===== src/rtl/iodelay_pkg.sv =====
// Shared types and constants for the IODELAY tap controller.
package iodelay_pkg;

  localparam int               TAP_W   = 7;
  localparam logic [TAP_W-1:0] TAP_MAX = 7'd127;

  typedef enum logic [2:0] {
    LOAD,
    IDLE,
    SETUP,
    STEP_LO,
    STEP_HI,
    DONE,
    ERR
  } state_e;

  // One tap in the given direction (dn=1 means decrement), clamped at both ends.
  function automatic logic [TAP_W-1:0] tap_step(input logic [TAP_W-1:0] tap,
                                                input logic             dn);
    logic [TAP_W-1:0] res;
    if (dn) res = (tap == '0)     ? tap : tap - 7'd1;
    else    res = (tap == TAP_MAX) ? tap : tap + 7'd1;
    return res;
  endfunction

endpackage


===== src/rtl/sync2_ff.sv =====
// Two-flop synchroniser for the asynchronous IODELAY DF flag.
module sync2_ff (
  input  logic clk,
  input  logic rst_n,
  input  logic d_i,
  output logic q_o
);

  logic meta_q;
  logic sync_q;

  // Two back-to-back flops give the first stage a full cycle to resolve.
  always_ff @(posedge clk or negedge rst_n) begin
    if (!rst_n) begin
      meta_q <= 1'b0;
      sync_q <= 1'b0;
    end else begin
      meta_q <= d_i;
      sync_q <= meta_q;
    end
  end

  assign q_o = sync_q;

endmodule


===== src/rtl/iodelay_tap_ctrl.sv =====
// Steps one IODELAY to a requested absolute tap via SDTAP/SETN/VALUE and
// keeps a shadow copy of the current tap.
module iodelay_tap_ctrl
  import iodelay_pkg::*;
#(
  parameter int STATIC_DLY = 96,
  parameter int SETUP_CYC  = 2,
  parameter int PULSE_LO   = 2,
  parameter int PULSE_HI   = 2,
  parameter int LOAD_CYC   = 4
) (
  input  logic             clk,
  input  logic             rst_n,
  input  logic             req_valid,
  output logic             req_ready,
  input  logic             req_load,
  input  logic [TAP_W-1:0] req_tap,
  output logic             busy,
  output logic             done,
  output logic             err,
  output logic [TAP_W-1:0] cur_tap,
  input  logic             df_i,
  output logic             sdtap_o,
  output logic             setn_o,
  output logic             value_o
);

  localparam int MAX_AB  = (SETUP_CYC > PULSE_LO) ? SETUP_CYC : PULSE_LO;
  localparam int MAX_CD  = (PULSE_HI > LOAD_CYC) ? PULSE_HI : LOAD_CYC;
  localparam int MAX_CYC = (MAX_AB > MAX_CD) ? MAX_AB : MAX_CD;
  localparam int CNT_W   = $clog2(MAX_CYC + 1);

  localparam logic [CNT_W-1:0] SETUP_LD = CNT_W'(SETUP_CYC - 1);
  localparam logic [CNT_W-1:0] LO_LD    = CNT_W'(PULSE_LO - 1);
  localparam logic [CNT_W-1:0] HI_LD    = CNT_W'(PULSE_HI - 1);
  localparam logic [CNT_W-1:0] LOAD_LD  = CNT_W'(LOAD_CYC - 1);
  localparam logic [TAP_W-1:0] STATIC_TAP = TAP_W'(STATIC_DLY);

  state_e           state_q,   state_d;
  logic [CNT_W-1:0] tmr_q,     tmr_d;
  logic [TAP_W-1:0] cur_tap_q, cur_tap_d;
  logic [TAP_W-1:0] target_q,  target_d;
  logic             setn_q,    setn_d;
  logic             pwrup_q,   pwrup_d;
  logic             df_sync;
  logic             tmr_done;
  logic             dir_dn;

  sync2_ff u_df_sync (
    .clk   (clk),
    .rst_n (rst_n),
    .d_i   (df_i),
    .q_o   (df_sync)
  );

  assign tmr_done = (tmr_q == '0);
  assign dir_dn   = (target_q < cur_tap_q);

  // State register; reset re-enters LOAD so the IODELAY is resynchronised to the static tap.
  always_ff @(posedge clk or negedge rst_n) begin
    if (!rst_n) begin
      state_q   <= LOAD;
      tmr_q     <= LOAD_LD;
      cur_tap_q <= STATIC_TAP;
      target_q  <= STATIC_TAP;
      setn_q    <= 1'b0;
      pwrup_q   <= 1'b1;
    end else begin
      state_q   <= state_d;
      tmr_q     <= tmr_d;
      cur_tap_q <= cur_tap_d;
      target_q  <= target_d;
      setn_q    <= setn_d;
      pwrup_q   <= pwrup_d;
    end
  end

  // Next-state logic; the shadow tap moves on entry to STEP_LO, i.e. with the VALUE falling edge.
  always_comb begin
    state_d   = state_q;
    tmr_d     = tmr_q;
    cur_tap_d = cur_tap_q;
    target_d  = target_q;
    setn_d    = setn_q;
    pwrup_d   = pwrup_q;
    unique case (state_q)
      LOAD: begin
        if (tmr_done) begin
          cur_tap_d = STATIC_TAP;
          state_d   = pwrup_q ? IDLE : DONE;
          pwrup_d   = 1'b0;
        end else begin
          tmr_d = tmr_q - CNT_W'(1);
        end
      end
      IDLE: begin
        if (req_valid) begin
          if (req_load) begin
            state_d = LOAD;
            tmr_d   = LOAD_LD;
          end else if (req_tap == cur_tap_q) begin
            state_d = DONE;
          end else begin
            setn_d   = (req_tap < cur_tap_q);
            target_d = req_tap;
            state_d  = SETUP;
            tmr_d    = SETUP_LD;
          end
        end
      end
      SETUP: begin
        if (tmr_done) begin
          state_d   = STEP_LO;
          tmr_d     = LO_LD;
          cur_tap_d = tap_step(cur_tap_q, setn_q);
        end else begin
          tmr_d = tmr_q - CNT_W'(1);
        end
      end
      STEP_LO: begin
        if (tmr_done) begin
          state_d = STEP_HI;
          tmr_d   = HI_LD;
        end else begin
          tmr_d = tmr_q - CNT_W'(1);
        end
      end
      STEP_HI: begin
        if (tmr_done) begin
          if (df_sync) begin
            state_d = ERR;
          end else if (cur_tap_q == target_q) begin
            state_d = DONE;
          end else if (dir_dn != setn_q) begin
            setn_d  = dir_dn;
            state_d = SETUP;
            tmr_d   = SETUP_LD;
          end else begin
            state_d   = STEP_LO;
            tmr_d     = LO_LD;
            cur_tap_d = tap_step(cur_tap_q, setn_q);
          end
        end else begin
          tmr_d = tmr_q - CNT_W'(1);
        end
      end
      DONE:    state_d = IDLE;
      ERR:     state_d = IDLE;
      default: state_d = LOAD;
    endcase
  end

  // Output decode; the power-up load is internal and neither shows busy nor pulses done.
  always_comb begin
    sdtap_o   = 1'b1;
    value_o   = 1'b1;
    req_ready = 1'b0;
    busy      = 1'b0;
    done      = 1'b0;
    err       = 1'b0;
    unique case (state_q)
      LOAD: begin
        sdtap_o = 1'b0;
        busy    = !pwrup_q;
      end
      IDLE:    req_ready = 1'b1;
      SETUP:   busy = 1'b1;
      STEP_LO: begin
        value_o = 1'b0;
        busy    = 1'b1;
      end
      STEP_HI: busy = 1'b1;
      DONE:    done = 1'b1;
      ERR:     err  = 1'b1;
      default: sdtap_o = 1'b0;
    endcase
  end

  assign setn_o  = setn_q;
  assign cur_tap = cur_tap_q;

endmodule

===== config.mk =====
export PLATFORM = sky130hd
export DESIGN_NAME = iodelay_tap_ctrl
export DESIGN_NICKNAME = d
export VERILOG_FILES = /design/src/rtl/iodelay_pkg.sv /design/src/rtl/sync2_ff.sv /design/src/rtl/iodelay_tap_ctrl.sv
export SDC_FILE = /design/constraint.sdc
export NUM_CORES = 1
export LEC_CHECK = 0
export BUFFER_PORTS_ARGS = -buffer_cell sky130_fd_sc_hd__buf_4
export CAP_MARGIN = 20
export CORE_AREA = 3 3 70 72
export DETAILED_ROUTE_END_ITERATION = 8
export DIE_AREA = 0 0 73 75
export GPL_ROUTABILITY_DRIVEN = 0
export MAX_ROUTING_LAYER = met4
export PLACE_DENSITY = 0.6
export SLEW_MARGIN = 20
export SYNTH_ARGS = -nofsm -noshare
export SYNTH_HDL_FRONTEND = slang
export SYNTH_SLANG_ARGS = --single-unit

===== constraint.sdc =====
create_clock -name clk -period 3 [get_ports clk]
set_clock_uncertainty 0.05 [all_clocks]
set_input_delay 0.6 -clock clk [delete_from_list [all_inputs] [get_ports clk]]
set_output_delay 0.6 -clock clk [all_outputs]
set_load 0.01 [all_outputs]

==> impl_metrics.csv <==
group,metric,value,unit
detailed_routing,wl_per_cell,14.7,um
worst_setup_path,critPathArrivalTime,2.90,ns
floorplan,num_rows,24,
worst_setup_path,r2r_slack,0.21,ns
worst_setup_path,r2r-end,"cur_tap[0]$_DFFE_PN0P_",
worst_setup_path,rr_worst_depth,7,
clock_network,clk_path_buf_depth,2,
worst_setup_path,worstSetupPathType,"reg2reg",
worst_setup_path,timing.rr.start,"cur_tap[6]$_DFFE_PN1P_",
power_and_ir_drop,irDropWorstVdd,0.446,mV
final_layout,final_layout_size_suffix_gt1_share,22.2,%
placement,port_buffers,25,
yosys,ys_types,47,
detailed_routing,drc,0,
floorplan,initial_core_util,44.4,%
detailed_routing,postRouteAntennaNets,0,
grt,grt_max_degree,25,
yosys,syn_nets,250,
sta,hold_violations,0,
power_and_ir_drop,power_density,1100,mW/mm2
sta,setup_viol,0,
power_and_ir_drop,combinationalPowerShare,64.4,%
sta,max_clock_freq,359,MHz
clock_network,cts_resized,0,
outcome,outcome,"complete, no violations",
clock_network,clock-sinks,24,
final_layout,multi_input_area,0.00125,mm2
sta,timing.final.crit_share,92.9,%
worst_setup_path,crit_slowest_cell,"dfstp_2",
power_and_ir_drop,p_leak,1.07,nW
worst_setup_path,end_kind,"flop",
worst_hold_path,holdCritPathClass,"in2async",
floorplan,fp.dieH,75,um
sta,min_period,2.79,ns
yosys,synth-seq-cells,24,
final_layout,num_antenna_cells,0,
grt,overflow,0,
power_and_ir_drop,power,0.00248,W
yosys,yosysSeqAreaShare,31.5,%
detailed_routing,viasPerCell,5.68,
yosys,ys_warn_count,0,
clock_network,postCtsSetupRepairBufs,0,
sta,slew_headroom,46.0,%
power_and_ir_drop,p_sw_share,46.4,%
sta,tightestPinTransition,0.799,ns
power_and_ir_drop,internal_power,0.00133,W
yosys,synth_flop_cell,"dfrtp_1",
final_layout,fill_cells,411,
sta,final.setup.tns,0,ns
sta,drv_slew,0,
floorplan,ios,26,
placement,dp_slack,0.202,ns
power_and_ir_drop,pwr-share-clk,9.3,%
clock_network,htree_levels,1,
job,drv_cap,0,
grt,antenna_found_initial,0,
final_layout,fin_cells,295,
floorplan,core_area,0.00435,mm2
floorplan,chipWidth,73,um
final_layout,synthToLayoutAreaGrowth,16.5,%
placement,place_inst,291,
clock_network,path_clk_slew,0.09,ns
sta,setup_slack,0.212,ns
clock_network,cts_tree,"done",
worst_setup_path,crit_fanout,6,
clock_network,cts_root_buffer,"clkbuf_8",
yosys,syn_area,0.00193,mm2
power_and_ir_drop,switchingPower,0.00115,W
grt,grt_util_all_layers,17.7,%
detailed_routing,first_iter_violations,120,
placement,dp_hpwl,3430,um
clock_network,insertion_delay,0.27,ns
clock_network,cts_buffers,3,
yosys,syn_inst,216,
grt,grt_pass1_vias,1558,
power_and_ir_drop,p_seq_share,26.3,%
final_layout,regArea,609,um2
yosys,avgSynthCellArea,8.94,um2
worst_setup_path,max_stage_delay,0.58,ns
worst_setup_path,path_cells,"inv_1, ha_1, and3_4, a221o_1, or2_4, o31ai_4, mux2_4",
grt,grt_pass1_wl,7330,um
yosys,synthArstFlopShare,100,%
detailed_routing,wl,4350,um
worst_setup_path,required,3.11,ns
sta,rsz0062_at_grt,"no",
worst_setup_path,worst_setup_path_start_kind,"flop",
detailed_routing,dr.pass1.iters,4,
detailed_routing,vias,1675,
final_layout,nets,278,
clock_network,postCtsHoldBufs,0,
yosys,synth-edff-count,0,
floorplan,dieArea,0.00548,mm2
## worst max-delay path: cells and delay by family (launching register included)
family | cells | cell delay (ns)
AOI/OAI and AO/OA | 2 | 0.80
adders and majority gates | 1 | 0.34
buffers and inverters | 1 | 0.10
DFF | 1 | 0.58
muxes | 1 | 0.34
and+or+nand+nor | 2 | 0.47
## cells by family (layout without fill, tap and decap cells)
family	after synthesis	count (layout)	synth area share (%)
AO/OA/AOI/OAI	61	61	22.2
AND/OR/NAND/NOR	73	73	18.7
adder cells (fa/ha/maj)	22	22	14.6
multiplexers	12	12	7.12
flip-flops	24	24	31.5
XOR/XNOR	4	4	1.81
buffers and inverters	20	47	3.95
## cells in the final DEF, fill, tap and decap left out, types with 4 or more instances in the layout
| master | n |
|---|---|
| a21o_1 | 5 |
| nand4_1 | 4 |
| clkbuf_8 | 4 |
| dfrtp_1 | 17 |
| dfstp_2 | 7 |
| inv_1 | 13 |
| ha_1 | 21 |
| mux2i_1 | 4 |
| mux2_2 | 6 |
| a21oi_1 | 16 |
| nand2b_1 | 5 |
| nor2_1 | 25 |
| buf_4 | 30 |
| nand2_1 | 14 |
| o21ai_0 | 13 |
| nand3_1 | 8 |
| a211oi_1 | 5 |
## power groups by stage
| stage | clock [W] | combinational (W) | sequential, W |
|---|---|---|---|
| 3_5_place_dp | 0 | 0.00159 | 0.000657 |
| 6_report | 0.000231 | 0.00159 | 0.000650 |
| 5_1_grt | 0.000250 | 0.00181 | 0.000679 |
| 2_1_floorplan | 0 | 0.00122 | 0.000589 |
| 3_3_place_gp | 0 | 0.00158 | 0.000657 |
| 4_1_cts | 0.000234 | 0.00160 | 0.000651 |
## registers in the layout, indices dropped and copies added (netlist names)
| name | flops |
|---|---|
| cur_tap | 7 |
| target_q | 7 |
| state_q | 3 |
| tmr_q | 3 |
| pwrup_q | 1 |
| setn_o | 1 |
| u_df_sync.meta_q | 1 |
| u_df_sync.q_o | 1 |
## layout make-up
| cell class | instances | area share [%] |
|---|---|---|
| clock buffer | 4 | 2.45 |
| inverter | 13 | 2.17 |
| multi-input combinational | 172 | 55.4 |
| sequential | 24 | 27.1 |
| tap | 52 | 2.89 |
| timing repair buffer | 30 | 10.0 |
## cell usage after synthesis (3+ instances only)
master / instances / share of area (%)
nor2_1: 25 / 4.9
ha_1: 21 / 14
dfrtp_1: 17 / 22
a21oi_1: 16 / 4.1
nand2_1: 14 / 2.7
inv_1: 13 / 2.5
o21ai_0: 13 / 3.4
nand3_1: 8 / 2.1
dfstp_2: 7 / 9.5
mux2_2: 6 / 3.5
a211oi_1: 5 / 1.9
a21o_1: 5 / 1.9
clkbuf_1: 5 / 0.97
nand2b_1: 5 / 1.6
mux2i_1: 4 / 2.1
nand4_1: 4 / 1.3
a31oi_1: 3 / 0.97
nor2b_1: 3 / 0.97
nor3_1: 3 / 0.78
o21bai_1: 3 / 1.2
xnor2_1: 3 / 1.4
## layer usage
layer	part of all wire, %	wire (um)	GRT usage [%]
met3	2.4	105	2.40
met1	53	2300	25.5
met2	44	1900	26.4
met4	0.92	40	3.69
met5	0	0	-
## worst max path at each step
| stage | start | endpoint | cells past startpoint |
|---|---|---|---|
| 5_1_grt | cur_tap[6]$_DFFE_PN1P_ | cur_tap[4]$_DFFE_PN0P_ | 7 |
| 4_1_cts | cur_tap[6]$_DFFE_PN1P_ | cur_tap[4]$_DFFE_PN0P_ | 7 |
| 3_5_place_dp | cur_tap[6]$_DFFE_PN1P_ | cur_tap[0]$_DFFE_PN0P_ | 7 |
| 3_3_place_gp | cur_tap[6]$_DFFE_PN1P_ | cur_tap[0]$_DFFE_PN0P_ | 7 |
| 6_report | cur_tap[6]$_DFFE_PN1P_ | cur_tap[0]$_DFFE_PN0P_ | 7 |
| 2_1_floorplan | cur_tap[6]$_DFFE_PN1P_ | cur_tap[0]$_DFFE_PN0P_ | 8 |
## stage by stage
stage | hold slack (ns) | area (um2) | utilization (%)
3_3_place_gp | 0.283 | 2190 | 50.4
3_5_place_dp | 0.295 | 2190 | 50.4
5_1_grt | 0.181 | 2250 | 51.7
2_1_floorplan | 0.254 | 1930 | -
4_1_cts | 0.176 | 2250 | 51.7
6_report | 0.165 | 2250 | 51.7
(Power assumes the default switching activity.)
